`src/rtl/cle_pkg.sv`:
```
// Shared constants and types for the CLE label-memory arbiter.
package cle_pkg;

    localparam int unsigned CLE_AW   = 10;
    localparam int unsigned CLE_DW   = 8;
    localparam int unsigned CLE_NREQ = 2;

    typedef logic [0:0] req_id_t;

    localparam logic SRAM_WEN_WRITE = 1'b0;
    localparam logic SRAM_WEN_READ  = 1'b1;

    // One stage of the read-return tag pipeline.
    typedef struct packed {
        logic    vld;
        req_id_t id;
    } rd_tag_t;

endpackage

```
`src/rtl/cle_rr_pick.sv`:
```
// Two-way round-robin picker; ptr_i names the favoured requester when both ask.
// A valid lock forces the grant to its owner and freezes the pointer.
module cle_rr_pick
    import cle_pkg::*;
(
    input  logic [CLE_NREQ-1:0] req_i,
    input  req_id_t             ptr_i,
    input  logic                lock_vld_i,
    input  req_id_t             lock_id_i,
    output logic [CLE_NREQ-1:0] gnt_o,
    output req_id_t             ptr_o
);

    always_comb begin
        gnt_o = '0;
        ptr_o = ptr_i;
        if (lock_vld_i && req_i[lock_id_i]) begin
            gnt_o[lock_id_i] = 1'b1;
        end else if (req_i == 2'b11) begin
            gnt_o[ptr_i] = 1'b1;
            ptr_o        = ~ptr_i;
        end else if (req_i[0]) begin
            gnt_o = 2'b01;
            ptr_o = req_id_t'(1'b1);
        end else if (req_i[1]) begin
            gnt_o = 2'b10;
            ptr_o = req_id_t'(1'b0);
        end
    end

endmodule

```
`src/rtl/cle_sram_arb.sv`:
```
// Round-robin arbiter sharing the single-port label SRAM between two requesters.
// Optional bus lock for atomic read-modify-write: define SRAM_ARB_LOCK_EN.
module cle_sram_arb
    import cle_pkg::*;
#(
    parameter int unsigned AW = CLE_AW,
    parameter int unsigned DW = CLE_DW
) (
    input  logic            clk,
    input  logic            reset,
    input  logic [1:0]      m_req,
    input  logic [1:0]      m_wen,
    input  logic [2*AW-1:0] m_a,
    input  logic [2*DW-1:0] m_d,
    input  logic [1:0]      m_lock,
    output logic [1:0]      m_gnt,
    output logic [1:0]      m_rvalid,
    output logic [DW-1:0]   m_q,
    output logic [AW-1:0]   sram_a,
    output logic [DW-1:0]   sram_d,
    output logic            sram_wen,
    input  logic [DW-1:0]   sram_q
);

    logic [1:0]    req_c;
    logic [1:0]    gnt_c;
    logic          gnt_any_c;
    req_id_t       gnt_id_c;
    req_id_t       ptr_q, ptr_d;
    logic          lock_vld_q, lock_vld_d;
    req_id_t       lock_id_q, lock_id_d;
    logic [AW-1:0] sram_a_q, sram_a_d;
    logic [DW-1:0] sram_d_q, sram_d_d;
    logic          sram_wen_q, sram_wen_d;
    rd_tag_t       tag1_q, tag1_d, tag2_q;

    // No grants while reset is held.
    assign req_c = reset ? m_req : 2'b00;

    cle_rr_pick u_pick (
        .req_i      (req_c),
        .ptr_i      (ptr_q),
        .lock_vld_i (lock_vld_q),
        .lock_id_i  (lock_id_q),
        .gnt_o      (gnt_c),
        .ptr_o      (ptr_d)
    );

    assign gnt_any_c = |gnt_c;
    assign gnt_id_c  = req_id_t'(gnt_c[1]);
    assign m_gnt     = gnt_c;

`ifdef SRAM_ARB_LOCK_EN
    // Lock follows every grant; released when the owner stops requesting.
    always_comb begin
        lock_vld_d = lock_vld_q;
        lock_id_d  = lock_id_q;
        if (gnt_any_c) begin
            lock_vld_d = m_lock[gnt_id_c];
            lock_id_d  = gnt_id_c;
        end else if (!req_c[lock_id_q]) begin
            lock_vld_d = 1'b0;
        end
    end
`else
    logic lock_unused;
    assign lock_unused = ^m_lock;
    assign lock_vld_d  = 1'b0;
    assign lock_id_d   = req_id_t'(1'b0);
`endif

    always_comb begin
        sram_a_d   = sram_a_q;
        sram_d_d   = sram_d_q;
        sram_wen_d = SRAM_WEN_READ;
        tag1_d     = '0;
        if (gnt_any_c) begin
            sram_a_d   = gnt_id_c[0] ? m_a[2*AW-1:AW] : m_a[AW-1:0];
            sram_d_d   = gnt_id_c[0] ? m_d[2*DW-1:DW] : m_d[DW-1:0];
            sram_wen_d = m_wen[gnt_id_c];
            tag1_d.vld = (m_wen[gnt_id_c] == SRAM_WEN_READ);
            tag1_d.id  = gnt_id_c;
        end
    end

    always_ff @(posedge clk or negedge reset) begin
        if (!reset) begin
            ptr_q      <= req_id_t'(1'b0);
            lock_vld_q <= 1'b0;
            lock_id_q  <= req_id_t'(1'b0);
            sram_a_q   <= '0;
            sram_d_q   <= '0;
            sram_wen_q <= SRAM_WEN_READ;
            tag1_q     <= '0;
            tag2_q     <= '0;
        end else begin
            ptr_q      <= ptr_d;
            lock_vld_q <= lock_vld_d;
            lock_id_q  <= lock_id_d;
            sram_a_q   <= sram_a_d;
            sram_d_q   <= sram_d_d;
            sram_wen_q <= sram_wen_d;
            tag1_q     <= tag1_d;
            tag2_q     <= tag1_q;
        end
    end

    assign sram_a   = sram_a_q;
    assign sram_d   = sram_d_q;
    assign sram_wen = sram_wen_q;
    assign m_q      = sram_q;
    assign m_rvalid = tag2_q.vld ? ((tag2_q.id == req_id_t'(1'b1)) ? 2'b10 : 2'b01) : 2'b00;

endmodule
```
`config.mk`:
```
export PLATFORM = sky130hd
export DESIGN_NAME = cle_sram_arb
export DESIGN_NICKNAME = d
export VERILOG_FILES = /design/src/rtl/cle_pkg.sv /design/src/rtl/cle_rr_pick.sv /design/src/rtl/cle_sram_arb.sv
export SDC_FILE = /design/constraint.sdc
export NUM_CORES = 1
export LEC_CHECK = 0
export ABC_AREA = 0
export CELL_PAD_IN_SITES_DETAIL_PLACEMENT = 1
export CELL_PAD_IN_SITES_GLOBAL_PLACEMENT = 2
export CORE_ASPECT_RATIO = 0.6
export CORE_MARGIN = 2
export CORE_UTILIZATION = 20
export CTS_BUF_LIST = sky130_fd_sc_hd__clkbuf_4
export DETAILED_ROUTE_END_ITERATION = 8
export GPL_ROUTABILITY_DRIVEN = 1
export PLACE_DENSITY = 0.88
export SYNTH_ARGS = -nofsm -noshare
export SYNTH_HDL_FRONTEND = slang
export SYNTH_SLANG_ARGS = --single-unit
```
`constraint.sdc`:
```
create_clock -name clk -period 1.5 [get_ports clk]
set_clock_uncertainty 0.15 [all_clocks]
set_input_delay 0.15 -clock clk [delete_from_list [all_inputs] [get_ports clk]]
set_output_delay 0.15 -clock clk [all_outputs]
set_load 0.02 [all_outputs]
```
==> impl_metrics.csv <==
group,metric,value,unit
final_layout,post-route-util,33.2,%
synthesis,synth_area,1250,sq um
die,die_h,65.3,um
clocking,holdBufCountCts,0,
synthesis,synth_largest_area_cell,"dfrtp_1",
synthesis,yosys-top-cells-count,"dfrtp_1, nor2_1, a31oi_1, or3b_1, o21ai_0",
final_layout,area_growth,61.2,%
synthesis,syn_nets,183,
sta,fin_crit_sh,97.6,%
synthesis,synth_top_family_by_area,"simple AND/OR/NAND/NOR gates",
global_routing,gr-total-overflow,0,
synthesis,synthMuxAreaShare,0,%
synthesis,yosysSeqAreaShare,48.1,%
synthesis,yosysMostFrequentCell,"dfrtp_1",
sta,rsz0062_at_grt,"yes",
power,internal_power,1.14,mW
critical_path,cp.arrival,1.16,ns
synthesis,synthSimpleGateAreaFrac,21.7,%
final_layout,final_area,2020,sq um
synthesis,synth_top_area_share,46.0,%
final_layout,layout.area.seq,603,sq um
synthesis,ys_warn_count,0,
sta,hold_viol_final,0,
drt,drtPass1Iterations,3,
final_layout,layout-drive-gt1-share,15.3,%
power,leakage,0.810,nW
drt,wirelength,3.77,mm
synthesis,yosys_register_bits,24,
sta,max_freq,683,MHz
die,rows,22,
final_layout,diodes,0,
power,ir_worst_vdd,267,uV
clocking,cts_tree,"built",
worst_hold_path,worstHoldStart,"sram_q[6]",
clocking,root_buffer,"clkbuf_4",
synthesis,synth_edf_count,0,
drt,vias_per_cell,4.21,
synthesis,synth_compound_area_share,18.9,%
sta,drv_slew,0,
clocking,cts_buffer_depth,2,
power,pwr-share-seq,46.5,%
drt,drc,0,
sta,min_period,1.46,ns
sta,final-setup-viol-count,0,
drt,avgRoutedWirePerCell,13.8,um
clocking,cts_buffers,3,
placed_design,placed_cell_area,1950,sq um
die,die_area,6930,sq um
drt,dr_total_vias,1148,
power,switching_share,31.4,%
synthesis,synth_xor_xnor_area_share,0,%
critical_path,crit-reg2reg-launch,"ptr_q",
clocking,clk_pin_slew,0.13,ns
power,clockPowerShare,18.8,%
synthesis,synth_area_per_cell,9.55,sq um
synthesis,async_flop_share,100,%
critical_path,r2r_slack,0.08,ns
die,die_w,106,um
critical_path,startpoint_type,"register",
die,io_pins,83,
sta,maxSlewHeadroom,78.6,%
critical_path,crit_fanout,3,
synthesis,syn_inst,131,
synthesis,synth-main-ff-cell,"dfrtp_1",
die,core_area,6080,sq um
worst_hold_path,holdPathStages,0,
final_layout,final_nets,242,
worst_hold_path,hold_path_class,"input port to primary output",
global_routing,grt_max_degree,37,
global_routing,antenna_found_initial,0,
clocking,htreeDepth,1,
final_layout,fill_cells,724,
placed_design,port_buffers,64,
global_routing,groute.usage.overall,11.8,%
critical_path,cp.required,1.20,ns
sta,worstMarginPinSlew,0.321,ns
critical_path,critPathKind,"register to primary output",
power,p_sw,0.521,mW
run_status,outcome,"finished, final reports clean",
synthesis,synth_cell_type_count,22,
clocking,cts.sinks,24,
job,cap_violations,0,
final_layout,multi_input_area,544,sq um
critical_path,endpoint_kind,"primary output",
power,cellPowerDensity,823,nW/um^2
synthesis,synth_fa_ha_area_share,0,%
placed_design,post-dp-hpwl,2.85,mm
worst_hold_path,holdPathEnd,"m_q[6]",
synthesis,synth.area.top_cells,"dfrtp_1, or3b_1, a31oi_1",
critical_path,reg2reg_depth,4,
global_routing,grt_pass1_vias,1192,
drt,antenna_left,0,
placed_design,place_congestion,0.698,
global_routing,grt_pass1_wl,6.32,mm
drt,drt_iter0_drc,19,
clocking,clkLatencyLatePin,0.31,ns
power,p_comb_share,34.8,%
critical_path,r2r_end,"sram_a[0]",
die,initial_core_util,20.6,%
==> state kept, by name, summed over array words and instances, names as in the netlist <==
name / count
sram_a: 10
sram_d: 8
tag1_q: 2
tag2_q: 2
ptr_q: 1
sram_wen: 1
==> critical path: stages (launching register included) <==
cell     delay, ns
dfrtp_2       0.46
nor2b_4       0.19
nor2_2        0.07
buf_6         0.13
==> placed cells by master (no fill, tap or decap), types with 2 or more instances in the layout <==
master	netlist	final
nor2_1	20	19
clkbuf_2	2	3
buf_4	10	5
clkbuf_4	0	4
or3b_4	0	2
or3b_1	18	16
dfrtp_1	23	22
buf_6	2	6
o21ai_0	11	11
clkdlybuf4s50_1	0	40
buf_12	0	2
o21ai_1	7	7
a31oi_1	18	17
dlygate4sd2_1	0	18
==> metal layers <==
| layer | track usage [%] | up-vias | wire, um |
|---|---|---|---|
| li1 | - | 571 | - |
| met1 | 16.1 | 539 | 1890 |
| met2 | 18.8 | 36 | 1660 |
| met3 | 3.08 | 2 | 195 |
| met4 | 2.47 | 0 | 27 |
| met5 | 0 | - | 0 |
==> power by group through the flow <==
stage / registers [mW] / clock network, mW / logic, mW
3_3_place_gp: 0.783 / 0 / 0.588
3_5_place_dp: 0.788 / 0 / 0.597
2_1_floorplan: 0.871 / 0 / 0.213
4_1_cts: 0.772 / 0.348 / 0.555
5_1_grt: 0.786 / 0.373 / 0.633
6_report: 0.772 / 0.312 / 0.577
==> area by class of cell <==
cell class / count / area share (%)
Timing Repair Buffer: 75 / 36.2
Multi-Input combinational cell: 85 / 27.0
Tap cell: 84 / 5.21
Sequential cell: 24 / 29.9
Inverter: 1 / 0.186
Clock buffer: 4 / 1.49
==> cell families (layout without fill, tap and decap cells) <==
logic type,count (synthesis),count (layout)
flops,24,24
simple gates,44,44
buf+inv,22,80
compound gates,41,41
==> timing repair <==
| item | CTS | global route |
|---|---|---|
| endpoints found under the setup margin | 24 | 17 |
| gates resized for setup | 33 | 23 |
| buffers inserted | 1 | 0 |
| pin swaps | 1 | 2 |
==> worst max-delay path by stage <==
| stage | to | slack [ns] | start |
|---|---|---|---|
| final | m_gnt[1] | 0.04 | ptr_q |
| after global routing | m_gnt[0] | -0.04 | ptr_q |
| after CTS | m_gnt[0] | -0.03 | ptr_q |
| after detailed placement | m_gnt[1] | -0.40 | reset |
| after global placement | m_gnt[1] | -0.39 | reset |
| after floorplan | sram_a[0] | 0.21 | ptr_q |
==> through the flow <==
stage | setup slack, ns | power, mW | hold slack, ns | TNS [ns] | cells
detailed placement | -0.399 | 1.39 | 0.150 | -5.53 | 268
finish | 0.0362 | 1.66 | 0.150 | 0 | 273
floorplan | 0.211 | 1.08 | -0.296 | 0 | 131
global route | -0.0431 | 1.79 | 0.150 | -0.0953 | 273
CTS | -0.0273 | 1.67 | 0.150 | -0.0273 | 273
global placement | -0.389 | 1.37 | 0.150 | -4.73 | 268
Power figures use the tool's default switching activity.
